[src/rtl/frac_pwm_mc.sv]
// Multi-channel fractional PWM: shared period counter, per-channel first-order
// dither between int and int+1, double-buffered duty loaded at frame boundaries.
module frac_pwm_mc #(
    parameter int WIDTH = 17,
    parameter int FBITS = 3,
    parameter int NCH = 4,
    parameter logic [NCH-1:0] INV_MASK = '0
) (
    input  logic                         i_clk,
    input  logic                         i_rst,
    input  logic                         i_enable,
    input  logic [WIDTH-1:0]             i_period,
    input  logic [NCH*(WIDTH+FBITS)-1:0] i_duty_in,
    input  logic [NCH-1:0]               i_duty_wr,
    output logic [NCH-1:0]               o_pwm_out,
    output logic                         o_frame_start,
    output logic [NCH-1:0]               o_upd_ack
);

    localparam int DW = WIDTH + FBITS;

    logic [WIDTH-1:0] r_cnt;
    logic [WIDTH-1:0] r_periodAct;
    logic             r_running;
    logic             r_frameStart;
    logic [NCH-1:0]   r_pwm;
    logic [NCH-1:0]   r_updAck;
    logic [NCH-1:0]   r_updPend;
    logic [DW-1:0]    r_shadow [NCH];
    logic [FBITS-1:0] r_acc    [NCH];
    logic [WIDTH:0]   r_cmp    [NCH];

    logic             w_run;
    logic             w_boundary;
    logic [DW-1:0]    w_nextActive [NCH];
    logic [FBITS:0]   w_accSum     [NCH];
    logic [WIDTH:0]   w_nextCmp    [NCH];

    // The first enabled cycle after idle is treated as a boundary so the
    // opening frame starts with freshly loaded duty and a cleared accumulator.
    assign w_run      = i_enable & r_running;
    assign w_boundary = i_enable & (~r_running | (r_cnt == r_periodAct));

    always_comb begin
        for (int i = 0; i < NCH; i++) begin
            w_nextActive[i] = i_duty_wr[i] ? i_duty_in[i*DW +: DW] : r_shadow[i];
            w_accSum[i]     = {1'b0, r_acc[i]} + {1'b0, w_nextActive[i][FBITS-1:0]};
            w_nextCmp[i]    = {1'b0, w_nextActive[i][DW-1:FBITS]}
                            + (WIDTH+1)'(w_accSum[i][FBITS]);
        end
    end

    always_ff @(posedge i_clk or posedge i_rst) begin
        if (i_rst) begin
            r_cnt        <= '0;
            r_periodAct  <= '0;
            r_running    <= 1'b0;
            r_frameStart <= 1'b0;
            r_pwm        <= INV_MASK;
            r_updAck     <= '0;
            r_updPend    <= '0;
            for (int i = 0; i < NCH; i++) begin
                r_shadow[i] <= '0;
                r_acc[i]    <= '0;
                r_cmp[i]    <= '0;
            end
        end else begin
            r_running    <= i_enable;
            r_frameStart <= w_run & (r_cnt == '0);
            r_updAck     <= w_boundary ? (r_updPend | i_duty_wr) : '0;
            r_updPend    <= w_boundary ? '0 : (r_updPend | i_duty_wr);

            if (!i_enable || w_boundary)
                r_cnt <= '0;
            else
                r_cnt <= r_cnt + 1'b1;

            if (w_boundary)
                r_periodAct <= i_period;

            // Compare is one bit wider than the counter, so int+carry never
            // wraps and values past the period naturally give 100% duty.
            for (int i = 0; i < NCH; i++) begin
                r_pwm[i] <= (w_run & ({1'b0, r_cnt} < r_cmp[i])) ^ INV_MASK[i];
                if (i_duty_wr[i])
                    r_shadow[i] <= i_duty_in[i*DW +: DW];
                if (w_boundary) begin
                    r_acc[i] <= w_accSum[i][FBITS-1:0];
                    r_cmp[i] <= w_nextCmp[i];
                end else if (!i_enable) begin
                    r_acc[i] <= '0;
                end
            end
        end
    end

    assign o_pwm_out     = r_pwm;
    assign o_frame_start = r_frameStart;
    assign o_upd_ack     = r_updAck;

endmodule
[config.mk]
export PLATFORM = sky130hd
export DESIGN_NAME = frac_pwm_mc
export DESIGN_NICKNAME = d
export VERILOG_FILES = /design/src/rtl/frac_pwm_mc.sv
export SDC_FILE = /design/constraint.sdc
export NUM_CORES = 1
export LEC_CHECK = 0
export BUFFER_PORTS_ARGS = -buffer_cell sky130_fd_sc_hd__buf_2
export CORE_ASPECT_RATIO = 1.2
export CORE_UTILIZATION = 55
export CTS_BUF_LIST = sky130_fd_sc_hd__clkbuf_2
export CTS_CLUSTER_DIAMETER = 200
export CTS_CLUSTER_SIZE = 40
export DETAILED_ROUTE_END_ITERATION = 10
export GPL_ROUTABILITY_DRIVEN = 0
export GPL_TIMING_DRIVEN = 1
export PLACE_DENSITY = 0.87
export SYNTH_ARGS = -nofsm -noshare
export SYNTH_HDL_FRONTEND = slang
export SYNTH_SLANG_ARGS = --single-unit
[constraint.sdc]
create_clock -name i_clk -period 7.36 [get_ports i_clk]
set_clock_uncertainty 0.2 [all_clocks]
set_input_delay 0.368 -clock i_clk [delete_from_list [all_inputs] [get_ports i_clk]]
set_output_delay 0.368 -clock i_clk [all_outputs]
set_load 0.02 [all_outputs]
==> results of run 1 <==
==> area by class of cell <==
cell class | instances | area (um^2)
Sequential cell | 212 | 5310
Timing Repair Buffer | 356 | 2990
Clock buffer | 9 | 45.0
Antenna cell | 2 | 5.00
Inverter | 109 | 417
Tap cell | 270 | 338
Clock inverter | 1 | 30.0
Multi-Input combinational cell | 692 | 5960
Fill cell | 1318 | 5960
==> how the worst min path moves through the flow <==
stage                     slack, ns  cells past startpoint          from             to
after floorplan                0.20                      0      i_enable      r_running
after global placement         0.26                      1  r_updPend[0]   r_updPend[0]
after detailed placement       0.28                      1  r_updPend[1]   r_updPend[1]
after CTS                      0.02                      4      i_enable  o_frame_start
after global routing           0.03                      4      i_enable  o_frame_start
final                          0.06                      4      i_enable  o_frame_start
==> power breakdown <==
| part | total, mW | internal, mW | switching (mW) |
|---|---|---|---|
| sequential | 1.41 | 1.33 | 0.0877 |
| combinational | 0.724 | 0.369 | 0.355 |
| clock | 0.398 | 0.0408 | 0.357 |
==> cells by family after synthesis <==
kind of cell,share of synthesized area (%)
simple gates,10.1
flops,44.7
fa+ha+maj,9.74
xor+xnor,7.01
mux,16.1
buf+inv,5.23
compound gates,7.12
==> metal layers <==
metal | vias up | GRT usage (%)
met5 | - | 0
met4 | 0 | 16.3
met3 | 148 | 3.73
met2 | 468 | 56.2
met1 | 4722 | 36.3
li1 | 4324 | -
==> synth_stat cells, drive strengths merged (2+ instances only) <==
library cell  instances  area [um^2]
clkinv                2         7.51
o2111ai               3         26.3
dfrtp               212         5310
o2bb2ai               4         35.0
a21o                 36          270
nand3b                3         22.5
o221ai                4         35.0
nand2                49          184
o21ai                12         60.1
xor2                 45          394
a221oi                8          114
mux2i                71          711
mux2                 94         1190
and2                  6         37.5
nand2b                9         56.3
o22ai                12         75.1
and3                  4         25.0
inv                 107          402
xnor2                50          438
clkbuf                3         12.5
buf                  30          199
nor4                  4         31.3
nor3                  6         35.0
ha                   86         1080
o21a                  4         30.0
nand3                45          225
a21oi                26          130
fa                    4         80.1
nor2                 33          124
a211oi                5         37.5
nand4b               18          158
nand4                41          257
==> registers in the layout, indices dropped and copies added (netlist names) <==
name	count
r_cnt	17
o_frame_start	1
r_shadow	80
r_cmp	72
r_running	1
r_acc	12
o_upd_ack	4
r_updPend	4
r_periodAct	17
o_pwm_out	4
==> worst max-delay path, delay by kind of cell <==
kind / cells / cell delay (ns)
and+or+nand+nor: 2 / 0.32
AOI/OAI and AO/OA: 3 / 0.74
muxes: 2 / 0.50
xor gates and xnor gates: 1 / 0.15
adders and majority gates: 3 / 0.70
buffers and inverters: 5 / 2.35
==> results.cfg, run 1 <==
[timing]
rsz0062_at_grt = no
slew_headroom_pct = 30.4
fin_tns_setup_ns = 0
setup_violations = 0
fin_crit_sh_pct = 60.3
worst_slack_ns = 2.92
hold_viol = 0
tightest_slew_ns = 1.04
drv_slew = 0
fmax_ghz = 0.225
min_period_ns = 4.44
holdWs_ns = 0.0559

[placed_design]
hpwl_mm = 17.9
place_ws_ns = 3.58
placed_area_um2 = 12600
dp.cells = 1399
io_buffers = 112

[worst_setup_path]
rrSetupSlack_ns = 3.10
r2r_start = r_shadow[21]
crit_path_end = r_cmp[32]
worstSetupPathType = input port to register
slowest_delay_ns = 0.61
crit_fanout = 37
cpMaxStageDelayCell = dlygate4sd3_1
rr_worst_depth = 14
crit_start = i_duty_wr[2]
critPathCaptureType = register
crit_arrival_ns = 5.15
crit_chain = dlygate4sd3_1, buf_2, mux2i_1, dlygate4sd3_1, inv_1, ha_1, a21o_1, a21o_1, ha_1, ha_1, nand4b_1, a221oi_2, nand3_1, dlygate4sd3_1, xor2_1, mux2i_1
cp.required_ns = 8.08
worstSetupStartpointType = input port
reg2reg_to = r_cmp[32]

[clock_network]
postCtsHoldBufs = 240
cts.path.max_buffers = 3
cts_resized = 0
cts_max_level = 1
clkSinkCount = 212
cts_tree = done
clockRootBuffer = clkbuf_2
cts_buffers = 9
post_cts_buffers = 0
insertion_delay_ns = 0.95
clkTransAtPathRegs_ns = 0.69

[logic_synthesis]
yosys_warnings = 0
ys_seq_area_share_pct = 44.7
syn_inst = 1046
synthFlopType = dfrtp_1
yosysUniqueCellTypes = 50
synth_edf_count = 0
synth_seq_cells = 212
syn_area_um2 = 11900
syn_nets = 1240
avgSynthCellArea_um2 = 11.3
synthArstFlopShare_pct = 100

[die]
num_io_pins = 113
core_um2 = 21000
die_w_um = 136
die_h_um = 163
dieArea_um2 = 22200
rows = 58
start_util_pct = 56.4

[power]
p_leak_nw = 7.47
peakVddDrop_mv = 0.128
p_per_area_nw_per_um2 = 168
power.total_mw = 2.54

[outcome]
outcome = finished clean

[finish]
syn2layout_area_growth_pct = 27.2
final_cell_area_um2 = 15100
layout.cells.non_filler = 1651
final_layout_size_suffix_gt1_share_pct = 16.9
final_util_pct = 71.7
mostFrequentLayoutCell = dlygate4sd3_1
fin_nets = 1574
layout_common_cells = dlygate4sd3_1 (240), dfrtp_1 (212), buf_2 (112)

[detailed_routing]
drtPass1Iterations = 5
wirelength_mm = 33.4
ant_nets = 0
dr_wl_met2_mm = 17.3
drt-met1-wl_mm = 12.5
top_layer = met4
drc = 0
vias_per_cell = 5.85
drt_iter0_markers = 631
post_drt_wl_per_cell_um = 20.3
met3_length_mm = 1.96
route.vias.total = 9662

[global_routing]
overflow = 0
track_usage_pct = 31.3
grt_pass1_vias = 10400
antenna_found_initial = 2
grt_first_pass_wirelength_mm = 53.7
grt_max_degree = 151

[flow_run]
drv_cap = 0

[worst_hold_path]
hp-class = input port to register
(Power assumes the default switching activity.)
==> inputs of run 2 (changes only) <==
==> constraint.sdc (replaced) <==
create_clock -name i_clk -period 4.6 [get_ports i_clk]
set_clock_uncertainty 0.2 [all_clocks]
set_input_delay 0.23 -clock i_clk [delete_from_list [all_inputs] [get_ports i_clk]]
set_output_delay 0.23 -clock i_clk [all_outputs]
set_load 0.02 [all_outputs]
==> run 2 against run 1 <==
Non-clock buffer count is 42 higher. Combinational power is 67% higher. Cell area is 3.1% higher. Critical path depth is 2 lower. Critical path type is now register to register. Critical endpoint unchanged.
==> results.cfg, run 2 (synthesis gave the netlist of run 1 again) <==
[detailed_routing]
post_drt_wl_per_cell_um = 20.3
vias_per_cell = 5.82
ant_nets = 0
drtPass1Iterations = 5
drt_iter0_markers = 648
drc = 0
route.vias.total = 9845
wirelength_mm = 34.5

[timing]
slew_headroom_pct = 27.3
fin_crit_sh_pct = 93.3
hold_viol = 0
min_period_ns = 4.29
tightest_slew_ns = 1.08
setup_violations = 0
drv_slew = 0
fmax_ghz = 0.233
rsz0062_at_grt = no
fin_tns_setup_ns = 0
worst_slack_ns = 0.310

[worst_setup_path]
cpMaxStageDelayCell = dlygate4sd3_1
worstSetupStartpointType = register
slowest_delay_ns = 0.60
path_buf_inv = 3
crit_arrival_ns = 5.04
crit_family = buffers and inverters
worstSetupPathType = register to register
cp.required_ns = 5.35
critPathCaptureType = register
r2r_start = r_shadow[21]
crit_start = r_shadow[21]
crit_fanout = 5
crit_top_cell = ha_1
crit_chain = mux2i_2, dlygate4sd3_1, inv_1, ha_1, a21o_1, a21o_1, ha_1, ha_1, nand4_1, a221oi_4, nand3_1, xor2_1, dlygate4sd3_1, mux2i_1

[finish]
top_regs = r_shadow x80, r_cmp x72
final_layout_size_suffix_gt1_share_pct = 16.7
fin_nets = 1616
multi_input_area_um2 = 5970
top_register = r_shadow
largest_reg_flops = 80
layout_common_cells = dlygate4sd3_1 (278), dfrtp_1 (212), buf_2 (111)
seqCellArea_um2 = 5310
fillCellCount = 1273
mostFrequentLayoutCell = dlygate4sd3_1
final_util_pct = 73.9
layout.cells.non_filler = 1693
syn2layout_area_growth_pct = 31.1

[die]
start_util_pct = 56.4
rows = 58
dieArea_um2 = 22200
die_w_um = 136
num_io_pins = 113
die_h_um = 163
core_um2 = 21000

[clock_network]
clkTransAtPathRegs_ns = 0.74
cts_max_level = 1
clockRootBuffer = clkbuf_2
cts_tree = done
insertion_delay_ns = 0.96
cts.path.max_buffers = 3
clkSinkCount = 212
cts_buffers = 9

[placed_design]
dp.cells = 1400
io_buffers = 112
hpwl_mm = 18.1
place_ws_ns = 1.00

[worst_hold_path]
hp-start = i_duty_in[42]
hp-class = input port to register

[global_routing]
grt_first_pass_wirelength_mm = 56.1
antenna_found_initial = 2
grt_pass1_vias = 10900
track_usage_pct = 32.7
overflow = 0
grt_max_degree = 94

[power]
clkPwrFrac_pct = 15.6
swShare_pct = 31.7
combPwrFrac_pct = 29.5
power.switching_mw = 1.30
peakVddDrop_mv = 0.210
p_per_area_nw_per_um2 = 264
p_seq_share_pct = 55.0
p_leak_nw = 7.70
p_int_mw = 2.81

[outcome]
outcome = finished clean

[flow_run]
drv_cap = 0
==> run 2: per-stage QoR <==
stage                     power [mW]  area (um^2)  hold slack (ns)
after detailed placement        3.16        12600            0.155
after floorplan                 2.90        11900           0.0614
after global placement          3.10        12600            0.153
final                           4.11        15600           0.0419
after CTS                       4.01        15500           0.0159
after global routing            4.31        15500           0.0172
==> run 2: path summary, 6_finish.rpt <==
path / end / slack (ns) / depth (start not counted)
max: r_cmp[32] / 0.31 / 14
min: r_shadow[22] / 0.04 / 3
max reg2reg: r_cmp[32] / 0.31 / 14
min reg2reg: o_upd_ack[3] / 0.24 / 2
max in group asynchronous: r_updPend[3] / 2.92 / 5
min in group asynchronous: r_cmp[50] / 0.15 / 4
==> run 2: final cells by class <==
class / count / area share [%]
antenna: 2 / 0.0322
clock buffer: 9 / 0.290
clock inverter: 1 / 0.193
inverter: 109 / 2.66
multi-input combinational: 692 / 38.4
sequential: 212 / 34.1
tap: 270 / 2.17
timing repair buffer: 398 / 22.1
==> run 2: per-layer routing <==
| metal | wire, um | vias to the layer above | track usage, % |
|---|---|---|---|
| met3 | 2120 | 166 | 4.86 |
| met5 | 0 | - | 0 |
| met2 | 17400 | 448 | 57.0 |
| met1 | 12800 | 4823 | 37.9 |
| li1 | - | 4408 | - |
| met4 | 2040 | 0 | 18.9 |
==> run 2: timing repair <==
item                                    in CTS  in global routing
setup buffers                                0                  3
hold buffers                               279                  0
endpoints found under the hold margin      424                  0
endpoints found under the setup margin       0                  2
resized for setup                            0                  3
==> run 2: power groups by stage <==
stage | clock network, mW | registers, mW | logic (mW)
after floorplan | 0 | 2.23 | 0.675
after global placement | 0 | 2.24 | 0.858
after detailed placement | 0 | 2.26 | 0.902
after CTS | 0.642 | 2.24 | 1.13
after global routing | 0.706 | 2.28 | 1.32
final | 0.640 | 2.26 | 1.21
==> run 2: worst min-delay path, delay by kind of cell <==
family	cells	cell delay (ns)
buffers and inverters	2	0.60
muxes	1	0.15
==> inputs of run 3 (changes only) <==
--- a/config.mk
+++ b/config.mk
@@ -6,15 +6,17 @@
 export NUM_CORES = 1
 export LEC_CHECK = 0
 export BUFFER_PORTS_ARGS = -buffer_cell sky130_fd_sc_hd__buf_2
+export CELL_PAD_IN_SITES_DETAIL_PLACEMENT = 2
+export CELL_PAD_IN_SITES_GLOBAL_PLACEMENT = 2
 export CORE_ASPECT_RATIO = 1.2
-export CORE_UTILIZATION = 55
+export CORE_UTILIZATION = 41
 export CTS_BUF_LIST = sky130_fd_sc_hd__clkbuf_2
 export CTS_CLUSTER_DIAMETER = 200
 export CTS_CLUSTER_SIZE = 40
 export DETAILED_ROUTE_END_ITERATION = 10
 export GPL_ROUTABILITY_DRIVEN = 0
 export GPL_TIMING_DRIVEN = 1
-export PLACE_DENSITY = 0.87
+export PLACE_DENSITY = 0.94
 export SYNTH_ARGS = -nofsm -noshare
 export SYNTH_HDL_FRONTEND = slang
 export SYNTH_SLANG_ARGS = --single-unit
==> constraint.sdc (replaced) <==
create_clock -name i_clk -period 4.3 [get_ports i_clk]
set_clock_uncertainty 0.2 [all_clocks]
set_input_delay 0.215 -clock i_clk [delete_from_list [all_inputs] [get_ports i_clk]]
set_output_delay 0.215 -clock i_clk [all_outputs]
set_load 0.02 [all_outputs]
==> run 3 against run 2 <==
Via count grew 3.1%. Hold slack got worse by 0.011 ns. Sequential share of layout area decreased by 0.052 points. Cell count up 5.7%. Routed wire length increased by 46%. Cell area increased by 0.15%. Clock power rose by 18%. Core utilization fell by 19 points. Count of clock-buffer cells in the layout unchanged. Critical path type unchanged.
==> results.cfg, run 3 (synthesis gave the netlist of run 1 again) <==
[finish]
largest_reg_flops = 80
fin_nets = 1605
final_layout_size_suffix_gt1_share_pct = 16.9
final_util_pct = 55.3
final_cell_area_um2 = 15600
top_register = r_shadow
layout.cells.non_filler = 1790
syn2layout_area_growth_pct = 31.3
layout_common_cells = dlygate4sd3_1 (268), dfrtp_1 (212), buf_2 (112)
mostFrequentLayoutCell = dlygate4sd3_1
top_regs = r_shadow x80, r_cmp x72

[clock_network]
clkSinkCount = 212
cts.path.max_buffers = 3
clkTransAtPathRegs_ns = 0.80
post_cts_buffers = 0
cts_tree = done
cts_max_level = 1
cts_buffers = 9
clockRootBuffer = clkbuf_2
insertion_delay_ns = 1.05

[timing]
fin_tns_setup_ns = 0
holdWs_ns = 0.0309
min_period_ns = 4.14
rsz0062_at_grt = no
hold_viol = 0
setup_violations = 0
fin_crit_sh_pct = 96.4
fmax_ghz = 0.241
slew_headroom_pct = 17.2
tightest_slew_ns = 1.24
drv_slew = 0
worst_slack_ns = 0.156

[power]
power.total_mw = 4.64
peakVddDrop_mv = 0.202
p_per_area_nw_per_um2 = 298
p_leak_nw = 7.62

[worst_setup_path]
cp.required_ns = 5.11
reg2reg_to = r_cmp[50]
rrSetupSlack_ns = 0.16
critPathCaptureType = register
worstSetupPathType = register to register
crit_fanout = 5
rr_worst_depth = 11
crit_path_end = r_cmp[50]
crit_arrival_ns = 4.95
worstSetupStartpointType = register
r2r_start = r_shadow[42]
crit_start = r_shadow[42]

[die]
core_um2 = 28200
die_h_um = 188
dieArea_um2 = 29600
num_io_pins = 113
die_w_um = 157
rows = 67
start_util_pct = 42.1

[detailed_routing]
route.vias.total = 10100
drc = 0
vias_per_cell = 5.67
ant_nets = 0
drtPass1Iterations = 5
wirelength_mm = 50.3
post_drt_wl_per_cell_um = 28.1
drt_iter0_markers = 655

[placed_design]
place_ws_ns = 0.536
hpwl_mm = 24.7
io_buffers = 112
dp.cells = 1510
placed_area_um2 = 12800

[global_routing]
overflow = 0
grt_first_pass_wirelength_mm = 77.0
antenna_found_initial = 2
track_usage_pct = 35.2
grt_max_degree = 155
grt_pass1_vias = 12300

[outcome]
outcome = finished clean

[flow_run]
drv_cap = 0

[worst_hold_path]
hp-class = input port to register
[run 3: cell count changes in the layout (fill, tap and decap cells not counted), sizes merged]
cell          delta
dlygate4sd3     -10
buf              -1
clkbuf           -1
diode            -1
dlymetal6s4s     +1
[run 3: critical path, cell delays in order (launching register included)]
cell and delay [ns]:
dfrtp_1 0.54, mux2_2 0.27, dlygate4sd3_1 0.62, ha_1 0.36, a21o_1 0.14, ha_1 0.24
ha_1 0.26, nand4_1 0.27, a221oi_2 0.66, nand3_1 0.18, xor2_1 0.19, mux2i_1 0.20
[run 3: metal layers]
layer / track usage [%] / vias up / part of all wire, %
met1: 39.8 / 5239 / 38
met4: 17.1 / 2 / 5.2
met5: 0 / - / 0.024
met2: 63.9 / 354 / 53
li1: - / 4383 / -
met3: 5.06 / 171 / 3.8
[run 3: final cells by class]
cell class              count  area (um^2)
well taps                 379          474
multi-input cells         692         5980
fillers                  2760        12600
repair buffers            387         3330
clock buffers               9         45.0
diodes                      1         2.50
flip-flops and latches    212         5310
inverters                 109          413
clock inverters             1         30.0
[run 3: worst min path at each step]
stage | from | end | cells after the start
detailed placement | i_rst | o_upd_ack[2] | 2
global placement | i_rst | o_upd_ack[2] | 2
floorplan | i_enable | r_running | 0
finish | i_duty_in[77] | r_cmp[14] | 5
CTS | i_duty_in[77] | r_shadow[17] | 3
global route | i_duty_in[77] | r_cmp[14] | 5
[run 3: what timing repair did]
| item | CTS | global route |
|---|---|---|
| hold buffers | 268 | 1 |
| endpoints found under the setup margin | 0 | 3 |
| gates resized for setup | 0 | 5 |
| endpoints found under the hold margin | 424 | 1 |
[run 3: report_power, final]
| group | total, mW | internal (mW) | switching, mW |
|---|---|---|---|
| Clock | 0.754 | 0.0692 | 0.685 |
| Combinational | 1.43 | 0.664 | 0.763 |
| Sequential | 2.46 | 2.28 | 0.183 |
| Total | 4.64 | 3.01 | 1.63 |
